$ cat src/rtl/spi_frame_rx_if.sv
// Pin-side and cache-write-side signal bundle for the serial frame receiver.
// Latency: none, wiring only.
// Backpressure: none; the SPI master simply must not clock frames while proc_en is high.
interface spi_frame_rx_if;
  logic       csi_n;
  logic       csd_n;
  logic       mosi;
  logic       proc_en;
  logic       wr_en_o;
  logic       wr_sel_o;
  logic [3:0] wr_addr_o;
  logic [7:0] wr_data_o;
  logic       frame_err_o;
  logic       busy_o;
  logic [7:0] frame_cnt_o;

  // Driver side: SPI master / run control, observes the cache write port.
  modport master (
    output csi_n, csd_n, mosi, proc_en,
    input  wr_en_o, wr_sel_o, wr_addr_o, wr_data_o, frame_err_o, busy_o, frame_cnt_o
  );

  // Receiver side.
  modport slave (
    input  csi_n, csd_n, mosi, proc_en,
    output wr_en_o, wr_sel_o, wr_addr_o, wr_data_o, frame_err_o, busy_o, frame_cnt_o
  );
endinterface

$ cat src/rtl/spi_frame_rx.sv
// Deserialises LSB-first 12-bit {data,addr} frames into single-cycle icache/dcache write strobes.
// Latency: wr_en_o rises the cycle after the 12th sampling edge; bursts give one write per 12 cycles.
// Backpressure: none toward the pins; proc_en high locks out/aborts frames and flags frame_err_o.
module spi_frame_rx #(
  parameter int         FRAME_W   = 12,
  parameter logic [3:0] DMEM_LAST = 4'hE
) (
  input  logic           clk,
  input  logic           rst_n,
  spi_frame_rx_if.slave  bus
);

  typedef enum logic [1:0] {IDLE, SHIFT, DRAIN} state_t;

  localparam logic [3:0] LAST_BIT = 4'(FRAME_W - 1);

  state_t             state, state_nxt;
  logic [3:0]         cnt, cnt_nxt;
  logic [FRAME_W-1:0] shreg, shreg_nxt;
  logic               sel, sel_nxt;
  logic               commit;
  logic               err_nxt;

  // Select decode: exactly one chip select low starts a frame, both low is illegal.
  logic start_ok, start_bad, sel_act, other_act;
  assign start_ok  = !bus.proc_en && (bus.csi_n ^ bus.csd_n);
  assign start_bad = !bus.proc_en && !bus.csi_n && !bus.csd_n;
  assign sel_act   = sel ? !bus.csd_n : !bus.csi_n;
  assign other_act = sel ? !bus.csi_n : !bus.csd_n;

  // State register.
  always_ff @(posedge clk or negedge rst_n) begin
    if (!rst_n) state <= IDLE;
    else        state <= state_nxt;
  end

  // Next-state, bit sampling and commit/error decisions.
  always_comb begin
    state_nxt = state;
    cnt_nxt   = cnt;
    shreg_nxt = shreg;
    sel_nxt   = sel;
    commit    = 1'b0;
    err_nxt   = 1'b0;
    unique case (state)
      IDLE: begin
        if (start_ok) begin
          sel_nxt      = bus.csi_n;  // csi_n high means csd_n is the one low
          shreg_nxt    = '0;
          shreg_nxt[0] = bus.mosi;
          cnt_nxt      = 4'd1;
          state_nxt    = SHIFT;
        end else if (start_bad) begin
          err_nxt   = 1'b1;
          cnt_nxt   = 4'd0;
          state_nxt = DRAIN;
        end
      end
      SHIFT: begin
        if (cnt == 4'd0) begin
          // Just committed a frame: a still-held select continues the burst
          // with no gap; anything else is judged exactly as from IDLE.
          if (start_ok) begin
            sel_nxt      = bus.csi_n;
            shreg_nxt    = '0;
            shreg_nxt[0] = bus.mosi;
            cnt_nxt      = 4'd1;
          end else if (start_bad) begin
            err_nxt   = 1'b1;
            state_nxt = DRAIN;
          end else begin
            state_nxt = IDLE;
          end
        end else if (other_act || bus.proc_en) begin
          // Collision or run request mid-frame: drop it and wait for the pins to clear.
          err_nxt   = 1'b1;
          cnt_nxt   = 4'd0;
          state_nxt = DRAIN;
        end else if (!sel_act) begin
          err_nxt   = 1'b1;
          cnt_nxt   = 4'd0;
          state_nxt = IDLE;
        end else begin
          shreg_nxt[cnt] = bus.mosi;
          if (cnt == LAST_BIT) begin
            cnt_nxt = 4'd0;
            // Address bits are already in shreg by now.
            if (sel && (shreg[3:0] > DMEM_LAST)) err_nxt = 1'b1;
            else                                 commit  = 1'b1;
          end else begin
            cnt_nxt = cnt + 4'd1;
          end
        end
      end
      DRAIN: begin
        if (bus.csi_n && bus.csd_n && !bus.proc_en) state_nxt = IDLE;
      end
      default: state_nxt = IDLE;
    endcase
  end

  // Datapath registers: bit counter, shift buffer, latched target.
  always_ff @(posedge clk or negedge rst_n) begin
    if (!rst_n) begin
      cnt   <= 4'd0;
      shreg <= '0;
      sel   <= 1'b0;
    end else begin
      cnt   <= cnt_nxt;
      shreg <= shreg_nxt;
      sel   <= sel_nxt;
    end
  end

  // Registered outputs; write fields only change on a committed frame.
  always_ff @(posedge clk or negedge rst_n) begin
    if (!rst_n) begin
      bus.wr_en_o     <= 1'b0;
      bus.wr_sel_o    <= 1'b0;
      bus.wr_addr_o   <= 4'd0;
      bus.wr_data_o   <= 8'd0;
      bus.frame_err_o <= 1'b0;
      bus.busy_o      <= 1'b0;
      bus.frame_cnt_o <= 8'd0;
    end else begin
      bus.wr_en_o     <= commit;
      bus.frame_err_o <= err_nxt;
      bus.busy_o      <= (state_nxt != IDLE);
      if (commit) begin
        bus.wr_sel_o    <= sel;
        bus.wr_addr_o   <= shreg_nxt[3:0];
        bus.wr_data_o   <= shreg_nxt[FRAME_W-1:4];
        bus.frame_cnt_o <= bus.frame_cnt_o + 8'd1;
      end
    end
  end

endmodule

$ cat src/flat_wrapper.sv
// flat-port wrapper written by rule: the top's interface ports become plain ports
module spi_frame_rx_flat 
#(
  parameter int         FRAME_W   = 12,
  parameter logic [3:0] DMEM_LAST = 4'hE
)
  (clk, rst_n, bus_csi_n, bus_csd_n, bus_mosi, bus_proc_en, bus_wr_en_o, bus_wr_sel_o, bus_wr_addr_o, bus_wr_data_o, bus_frame_err_o, bus_busy_o, bus_frame_cnt_o);
  spi_frame_rx_if bus_i ();
  input  logic clk;
  input  logic rst_n;
  input wire logic [$bits(bus_i.csi_n)-1:0] bus_csi_n;
  input wire logic [$bits(bus_i.csd_n)-1:0] bus_csd_n;
  input wire logic [$bits(bus_i.mosi)-1:0] bus_mosi;
  input wire logic [$bits(bus_i.proc_en)-1:0] bus_proc_en;
  output wire logic [$bits(bus_i.wr_en_o)-1:0] bus_wr_en_o;
  output wire logic [$bits(bus_i.wr_sel_o)-1:0] bus_wr_sel_o;
  output wire logic [$bits(bus_i.wr_addr_o)-1:0] bus_wr_addr_o;
  output wire logic [$bits(bus_i.wr_data_o)-1:0] bus_wr_data_o;
  output wire logic [$bits(bus_i.frame_err_o)-1:0] bus_frame_err_o;
  output wire logic [$bits(bus_i.busy_o)-1:0] bus_busy_o;
  output wire logic [$bits(bus_i.frame_cnt_o)-1:0] bus_frame_cnt_o;
  assign bus_i.csi_n = bus_csi_n;
  assign bus_i.csd_n = bus_csd_n;
  assign bus_i.mosi = bus_mosi;
  assign bus_i.proc_en = bus_proc_en;
  assign bus_wr_en_o = bus_i.wr_en_o;
  assign bus_wr_sel_o = bus_i.wr_sel_o;
  assign bus_wr_addr_o = bus_i.wr_addr_o;
  assign bus_wr_data_o = bus_i.wr_data_o;
  assign bus_frame_err_o = bus_i.frame_err_o;
  assign bus_busy_o = bus_i.busy_o;
  assign bus_frame_cnt_o = bus_i.frame_cnt_o;
  spi_frame_rx #(.FRAME_W(FRAME_W), .DMEM_LAST(DMEM_LAST)) u_core (.clk(clk), .rst_n(rst_n), .bus(bus_i));
endmodule
$ cat config.mk
export PLATFORM = sky130hd
export DESIGN_NAME = spi_frame_rx_flat
export DESIGN_NICKNAME = d
export VERILOG_FILES = /design/src/rtl/spi_frame_rx_if.sv /design/src/rtl/spi_frame_rx.sv /design/src/flat_wrapper.sv
export SDC_FILE = /design/constraint.sdc
export NUM_CORES = 1
export LEC_CHECK = 0
export BUFFER_PORTS_ARGS = -buffer_cell sky130_fd_sc_hd__buf_2
export CAP_MARGIN = 10
export CORE_MARGIN = 2
export CORE_UTILIZATION = 50
export DETAILED_ROUTE_END_ITERATION = 8
export GPL_TIMING_DRIVEN = 0
export PLACE_DENSITY = 0.71
export SYNTH_ARGS = -nofsm -noshare
export SYNTH_HDL_FRONTEND = slang
export SYNTH_SLANG_ARGS = --single-unit
$ cat constraint.sdc
create_clock -name clk -period 3.4 [get_ports clk]
set_input_delay 0.34 -clock clk [delete_from_list [all_inputs] [get_ports clk]]
set_output_delay 0.34 -clock clk [all_outputs]
set_load 0.01 [all_outputs]
==> results of run 1 <==
[metrics by stage]
step | total power [mW] | setup slack [ns] | cells | instance area [um^2]
2_1_floorplan | 0.8214 | 1.189 | 231 | 2307
3_3_place_gp | 0.9099 | 1.037 | 312 | 2517
3_5_place_dp | 0.9163 | 1.039 | 312 | 2517
4_1_cts | 1.309 | 1.004 | 320 | 2628
5_1_grt | 1.370 | 0.8667 | 320 | 2628
6_report | 1.309 | 0.9935 | 320 | 2628
[cell type report]
| class | instances | share of cell area (%) |
|---|---|---|
| multi-input cells | 164 | 43.43 |
| flip-flops and latches | 42 | 40.00 |
| repair buffers | 29 | 5.524 |
| plain buffers | 15 | 2.952 |
| clock buffers | 6 | 2.762 |
| well taps | 52 | 2.476 |
| clock inverters | 2 | 1.429 |
| inverters | 10 | 1.429 |
[where the power goes]
part,leakage (nW),total [mW],switching (mW),internal (mW)
Sequential,0.576,0.585,0.0454,0.539
Clock,0.0514,0.395,0.175,0.219
Combinational,0.725,0.329,0.213,0.116
[path summary, 6_finish.rpt]
path                                           startpoint                        end  slack (ns)  cells after the start
worst max-delay path                        u_core.cnt[0]    u_core.bus.wr_addr_o[0]        0.99                      7
min in group clk                                 bus_mosi            u_core.shreg[0]        0.37                      2
worst min-delay path                                rst_n              u_core.cnt[3]        0.17                      1
max in group asynchronous                           rst_n              u_core.cnt[2]        2.67                      1
worst max register to register              u_core.cnt[0]    u_core.bus.wr_addr_o[0]        0.99                      7
worst min register to register  u_core.bus.frame_cnt_o[7]  u_core.bus.frame_cnt_o[7]        0.46                      1
[cell families after synthesis]
kind of cell             after synthesis  share of synthesized area (%)
AO/OA/AOI/OAI                         71                          21.37
AND/OR/NAND/NOR                       67                          16.00
flip-flops                            42                          45.55
buffers and inverters                 25                          4.990
multiplexers                          13                          6.182
XOR/XNOR                               7                          2.657
adder cells (fa/ha/maj)                6                          3.254
[placed cells by master, fill, tap and decap left out, drive strengths merged, types with 2 or more instances in the layout]
master / n
o31ai: 3
or2: 2
o22ai: 3
mux2i: 6
nor2b: 4
o211a: 5
nand3: 5
a2111o: 2
o21ai: 25
mux2: 7
nor3b: 2
buf: 37
nor3: 5
dfrtp: 42
nor4b: 2
nand2b: 2
a21oi: 12
nand2: 23
o211ai: 12
nor2: 9
clkbuf: 13
a21o: 2
nor4: 6
ha: 6
inv: 10
xor2: 6
[state kept, by name, summed over array words and instances (netlist names)]
name,count
u_core.bus.busy_o,1
u_core.bus.frame_cnt_o,8
u_core.bus.frame_err_o,1
u_core.bus.wr_addr_o,4
u_core.bus.wr_data_o,8
u_core.bus.wr_en_o,1
u_core.bus.wr_sel_o,1
u_core.cnt,4
u_core.sel,1
u_core.shreg,11
u_core.state,2
[per-layer routing]
layer / track usage [%] / share of wire (%) / vias to the layer above
met5: 0 / 0 / -
met4: 5.031 / 0.88 / 0
met3: 5.972 / 5.6 / 6
met2: 34.16 / 46 / 61
met1: 29.36 / 47 / 912
li1: - / - / 910
==> reports/results.ini, run 1 <==
[finish]
area_growth_pct = 13.88
fill_cells = 392
drive_gt1_share_pct = 21.64
final_util_pct = 59.52
multi_input_area_um2 = 1141
nets = 279
seqCellArea_um2 = 1051
diodes = 0

[clock_network]
clk_latency_ns = 0.29
htree_num_levels = 2
cts_root_buffer = clkbuf_8
cts_setup_buffers = 0
post_cts_resized = 0
cts_max_path_buffers = 2
tritoncts = done
cts_hold_buf = 0
clock-sinks = 42
clk_pin_slew_ns = 0.08
cts_buffers = 5

[yosys]
synth_area_um2 = 2307
synth_cells = 231
synth_common_cells = dfrtp_1, nand2_1, o21ai_0
synth_edf_count = 0
ys_seq_area_share_pct = 45.55
synth_area_leaders = dfrtp_1, o21ai_0, o211ai_1
synthArstFlopShare_pct = 100.0
yosys_warnings = 0
ys_ff_latch = 42
synthMostInstantiatedCell = dfrtp_1
avgSynthCellArea_um2 = 9.988
synth_ff_type = dfrtp_1
yosys.area.top_type_share_pct = 45.55
syn_nets = 243
synth_area_leader_cell = dfrtp_1
ys_types = 50

[placement]
dpl.hpwl_mm = 3.643
io_buffers = 29
gp_congestion = 0.8899

[timing]
fmax_mhz = 415.5
setup_viol = 0
slew_violations = 0
worstMarginPinSlew_ns = 0.9036
fin_crit_ns = 2.406
fin_setup_tns_ns = 0
final.period_utilization_pct = 70.78
hold_ws_ns = 0.1718
rsz0062_at_grt = no
relSlewSlack_pct = 39.76
hold_violations = 0
fin_skew_ns = 0.003393

[worst_setup_path]
crit_arrival_ns = 2.59
cp_cell_sequence = inv_1 -> ha_1 -> or3b_1 -> buf_2 -> a211oi_4 -> mux2_4 -> mux2_1
critPathBufInv = 2
crit_type = reg -> reg
cp-start-kind = flop
slowest_stage = dfrtp_1
critPathTopFamily = multiplexers
cp_max_fo = 7
cp-end-kind = flop
cp_data_required_time_ns = 3.58
cpPeakStageDelay_ns = 0.44

[global_routing]
grt_pass1_vias = 1782
grt_max_degree = 43
overflow = 0
grt_pass1_wl_mm = 8.569
track_usage_pct = 21.41
antenna_found_initial = 0

[detailed_routing]
wl_per_cell_um = 15.92
vias_per_cell = 5.903
vias = 1889
drtAntennaViolNets = 0
dr.pass1.iters = 5
dr.first_iter.drc_count = 162
post-route-drc-count = 0
wl_mm = 5.094

[floorplan]
core_um2 = 4414
start_util_pct = 52.27
pin_count = 30
placementRows = 24
die_y_um = 71.93
fp.dieW_um = 71.93
die_area_um2 = 5174

[worst_hold_path]
hp-class = in -> async

[job]
max_cap_viol_count = 0

[power_and_ir_drop]
power_leakage_nw = 1.352
p_per_area_nw_per_um2 = 498.0
max-vdd-ir-drop_mv = 0.2879

[run_status]
status = finished, final reports clean

Power figures use the tool's default switching activity.
==> run 2: changes to the inputs <==
- clock period: 3.4 -> 2.3 ns (I/O delays scaled with it)
==> reports/results.ini, run 2 (synthesized netlist as in run 1, its figures left out) <==
[run_status]
status = finished, final reports clean

[global_routing]
grt_pass1_vias = 1783
grt_pass1_wl_mm = 8.569
antenna_found_initial = 0
overflow = 0
track_usage_pct = 21.41
grt_max_degree = 43

[finish]
diodes = 0
largest_reg_flops = 11
nets = 280
multi_input_area_um2 = 1154
final_common_cell = dfrtp_1
regMostFlops = u_core.shreg
drive_gt1_share_pct = 23.79
final_util_pct = 60.03
top_regs = u_core.shreg (11), u_core.bus.frame_cnt_o (8), u_core.bus.wr_data_o (8)
seqCellArea_um2 = 1052
final_cell_mix = dfrtp_1, buf_2, nand2_1, o21ai_0
area_growth_pct = 14.86
fill_cells = 386

[detailed_routing]
dr.first_iter.drc_count = 167
vias = 1869
post-route-drc-count = 0
dr.pass1.iters = 4
vias_per_cell = 5.822
drtAntennaViolNets = 0
wl_mm = 5.085
wl_per_cell_um = 15.84

[worst_hold_path]
hp-class = in -> async

[worst_setup_path]
r2r.worst_path.cells = 7
r2r_setup_slack_ns = 0.08
cp-startpoint = u_core.cnt[0]
crit_type = reg -> reg
reg2reg_to = u_core.bus.wr_addr_o[0]
endpoint = u_core.bus.wr_addr_o[0]
crit_arrival_ns = 2.40
cp-start-kind = flop
cp-end-kind = flop
r2r_start = u_core.cnt[0]
cp_max_fo = 7
cp_data_required_time_ns = 2.48

[clock_network]
clock-sinks = 42
tritoncts = done
htree_num_levels = 2
cts_hold_buf = 0
clk_latency_ns = 0.29
cts_root_buffer = clkbuf_8
cts_buffers = 5
cts_max_path_buffers = 2
clk_pin_slew_ns = 0.08

[timing]
hold_ws_ns = 0.06505
setup_viol = 0
fin_crit_ns = 2.218
fmax_mhz = 450.8
hold_violations = 0
worstMarginPinSlew_ns = 0.9072
slew_violations = 0
final.period_utilization_pct = 96.45
rsz0062_at_grt = no
fin_skew_ns = 0.003522
fin_setup_tns_ns = 0
relSlewSlack_pct = 39.52

[floorplan]
die_area_um2 = 5174
fp.dieW_um = 71.93
pin_count = 30
die_y_um = 71.93
start_util_pct = 52.27
core_um2 = 4414
placementRows = 24

[power_and_ir_drop]
fin_total_pwr_mw = 1.956
p_per_area_nw_per_um2 = 738.0
max-vdd-ir-drop_mv = 0.4213
power_leakage_nw = 1.360

[placement]
gp_congestion = 0.8899
io_buffers = 29
dpl.hpwl_mm = 3.643

[job]
max_cap_viol_count = 0

[run 2: how the worst min path moves through the flow]
stage / start / end / slack [ns] / depth (start not counted)
after floorplan: rst_n / u_core.bus.busy_o / -0.07 / 0
after global placement: rst_n / u_core.bus.busy_o / 0.42 / 1
after detailed placement: rst_n / u_core.state[0] / 0.43 / 1
after CTS: rst_n / u_core.bus.wr_data_o[3] / 0.11 / 1
after global routing: rst_n / u_core.bus.wr_data_o[3] / 0.15 / 1
final: rst_n / u_core.bus.frame_err_o / 0.07 / 1
[run 2: layer usage]
| metal | up-vias | GRT usage (%) | share of wire [%] | wire [um] |
|---|---|---|---|---|
| li1 | 914 | - | - | - |
| met1 | 911 | 29.36 | 48 | 2435 |
| met2 | 38 | 34.16 | 46 | 2351 |
| met3 | 6 | 5.972 | 4.8 | 245 |
| met4 | 0 | 5.031 | 1.1 | 54 |
| met5 | - | 0 | 0 | 0 |
[run 2: area by class of cell]
class                   count  share of cell area [%]
plain buffers              15                   2.975
inverters                  10                   1.416
well taps                  52                   2.455
clock buffers               6                   2.738
flip-flops and latches     42                   39.71
repair buffers             30                   5.760
clock inverters             2                   1.416
multi-input cells         164                   43.53
[run 2: repair_timing]
| action | in CTS | in global routing |
|---|---|---|
| resized for setup | 3 | 4 |
| setup buffers | 0 | 1 |
| endpoints found under the setup margin | 1 | 10 |
| pin swaps | 0 | 1 |
| endpoints found under the hold margin | 0 | 0 |
[run 2: per-stage QoR]
step                area [um^2]  instances  setup slack (ns)
detailed placement         2517        312          -0.06114
global route               2650        321          0.005594
floorplan                  2307        231           0.08879
finish                     2650        321           0.08162
global placement           2517        312          -0.06347
CTS                        2640        320           0.02066
[run 2: critical path, cell delays in order (launching register included)]
cell      delay (ns)
dfrtp_2         0.45
inv_2           0.10
ha_4            0.17
or3b_1          0.33
buf_2           0.19
a211oi_4        0.25
mux2_4          0.33
mux2_1          0.28
[run 2: where the power goes]
group | switching (mW) | internal (mW) | total (mW)
Clock | 0.257 | 0.324 | 0.580
Sequential | 0.0685 | 0.799 | 0.867
Combinational | 0.320 | 0.188 | 0.508
Total | 0.645 | 1.31 | 1.96
==> run 3: changes to the inputs <==
- GPL_TIMING_DRIVEN: 0 -> not set
==> reports/results.ini, run 3 (synthesized netlist as in run 1, its figures left out) <==
[run_status]
status = finished, final reports clean

[finish]
nets = 277
area_growth_pct = 14.05
fill_cells = 376
top_regs = u_core.shreg (11), u_core.bus.frame_cnt_o (8), u_core.bus.wr_data_o (8)
diodes = 0
final_util_pct = 59.61
final_cell_mix = dfrtp_1, buf_2, nand2_1, o21ai_0, buf_4
final_common_cell = dfrtp_1
regMostFlops = u_core.shreg
largest_reg_flops = 11
drive_gt1_share_pct = 23.68

[detailed_routing]
dr.first_iter.drc_count = 113
drtAntennaViolNets = 0
post-route-drc-count = 0
vias_per_cell = 5.887
dr.pass1.iters = 4
wl_mm = 5.150
vias = 1872
wl_per_cell_um = 16.19

[power_and_ir_drop]
fin_total_pwr_mw = 1.867
p_per_area_nw_per_um2 = 709.6
max-vdd-ir-drop_mv = 0.3978
power_leakage_nw = 1.355

[global_routing]
grt_pass1_wl_mm = 8.866
overflow = 0
grt-busiest-layer = met2
grt.met3_usage_pct = 4.306
grt_pass1_vias = 1860
grt_max_degree = 43
grt.met2_usage_pct = 35.39
antenna_found_initial = 0
track_usage_pct = 21.86
met1_usage_pct = 30.12

[timing]
worstMarginPinSlew_ns = 0.9286
fmax_mhz = 456.7
fin_skew_ns = 0.006895
fin_crit_ns = 2.190
setup_ws_ns = 0.1103
slew_violations = 0
rsz0062_at_grt = no
hold_violations = 0
hold_ws_ns = 0.06735
fin_setup_tns_ns = 0
final.period_utilization_pct = 95.21
setup_viol = 0
relSlewSlack_pct = 38.09

[clock_network]
tritoncts = done
htree_num_levels = 2
cts_hold_buf = 0
clk_pin_slew_ns = 0.08
clk_latency_ns = 0.30
cts_root_buffer = clkbuf_8
cts_setup_buffers = 0
cts_buffers = 5
clock-sinks = 42
cts_max_path_buffers = 2

[placement]
io_buffers = 29
dpl.hpwl_mm = 3.766
gp_congestion = 0.9510
dpl_worst_slack_ns = 0.1110

[worst_setup_path]
cpPeakStageDelay_ns = 0.48
crit_cells = 6
crit_type = reg -> reg
critPathTopFamily = multiplexers
r2r_start = u_core.cnt[1]
critPathBufInv = 1
reg2reg_to = u_core.bus.wr_addr_o[0]
r2r_setup_slack_ns = 0.11
cp_data_required_time_ns = 2.49
r2r.worst_path.cells = 6
cp_cell_sequence = inv_1 -> ha_1 -> or3b_1 -> a211oi_4 -> mux2_4 -> mux2_1
cp-end-kind = flop
slowest_stage = or3b_1
cp_max_fo = 4
endpoint = u_core.bus.wr_addr_o[0]
cp-start-kind = flop
cp-startpoint = u_core.cnt[1]
crit_arrival_ns = 2.38

[floorplan]
start_util_pct = 52.27
die_y_um = 71.93
placementRows = 24
pin_count = 30
core_um2 = 4414
fp.dieW_um = 71.93
die_area_um2 = 5174

[job]
max_cap_viol_count = 0

[worst_hold_path]
hp-class = in -> async

## run 3: changes by cell type in the layout (fill, tap and decap cells not counted), sizes merged
cell    previous run  this run
clkbuf            13         5
buf               38        42
bufinv             1         0
clkinv             0         2
## run 3: stage by stage
stage | cells | cell area, um^2
floorplan | 231 | 2307
global placement | 310 | 2537
detailed placement | 310 | 2537
CTS | 318 | 2628
global route | 318 | 2631
finish | 318 | 2631
## run 3: worst reg2reg max path: cells and delay by family, from the launching register on
kind | cells | cell delay, ns
muxes | 2 | 0.62
and+or+nand+nor | 1 | 0.48
DFF | 1 | 0.41
AOI/OAI and AO/OA | 1 | 0.31
adders and majority gates | 1 | 0.16
buffers and inverters | 1 | 0.11
## run 3: repair_timing
item,4_1_cts,5_1_grt
setup endpoints to repair,0,3
gates resized for setup,0,1
hold endpoints to repair,0,0
## run 3: area by class of cell
| type | count | area [um^2] | area share, % |
|---|---|---|---|
| sequential | 42 | 1051 | 39.94 |
| inverter | 10 | 37.54 | 1.427 |
| tap | 52 | 65.06 | 2.473 |
| multi-input combinational | 164 | 1145 | 43.51 |
| clock buffer | 5 | 68.82 | 2.615 |
| timing repair buffer | 42 | 242.7 | 9.225 |
| clock inverter | 3 | 21.27 | 0.8084 |
## run 3: worst min-delay path by stage
stage	from	endpoint	slack [ns]	cells past startpoint
after floorplan	rst_n	u_core.bus.busy_o	-0.07	0
after global placement	rst_n	u_core.bus.busy_o	0.41	1
after detailed placement	rst_n	u_core.sel	0.42	1
after CTS	rst_n	u_core.sel	0.10	1
after global routing	rst_n	u_core.bus.busy_o	0.15	1
final	rst_n	u_core.sel	0.07	1
## run 3: power breakdown
| part | internal [mW] | switching, mW | leakage [nW] |
|---|---|---|---|
| logic | 0.210 | 0.332 | 0.735 |
| clock network | 0.213 | 0.265 | 0.0441 |
| registers | 0.797 | 0.0498 | 0.576 |
| total | 1.22 | 0.646 | 1.36 |
## run 3: metal layers
| metal | up-vias | part of all wire [%] |
|---|---|---|
| met5 | - | 0 |
| met4 | 0 | 1.5 |
| met3 | 7 | 3.7 |
| met2 | 36 | 47 |
| met1 | 925 | 48 |
| li1 | 904 | - |
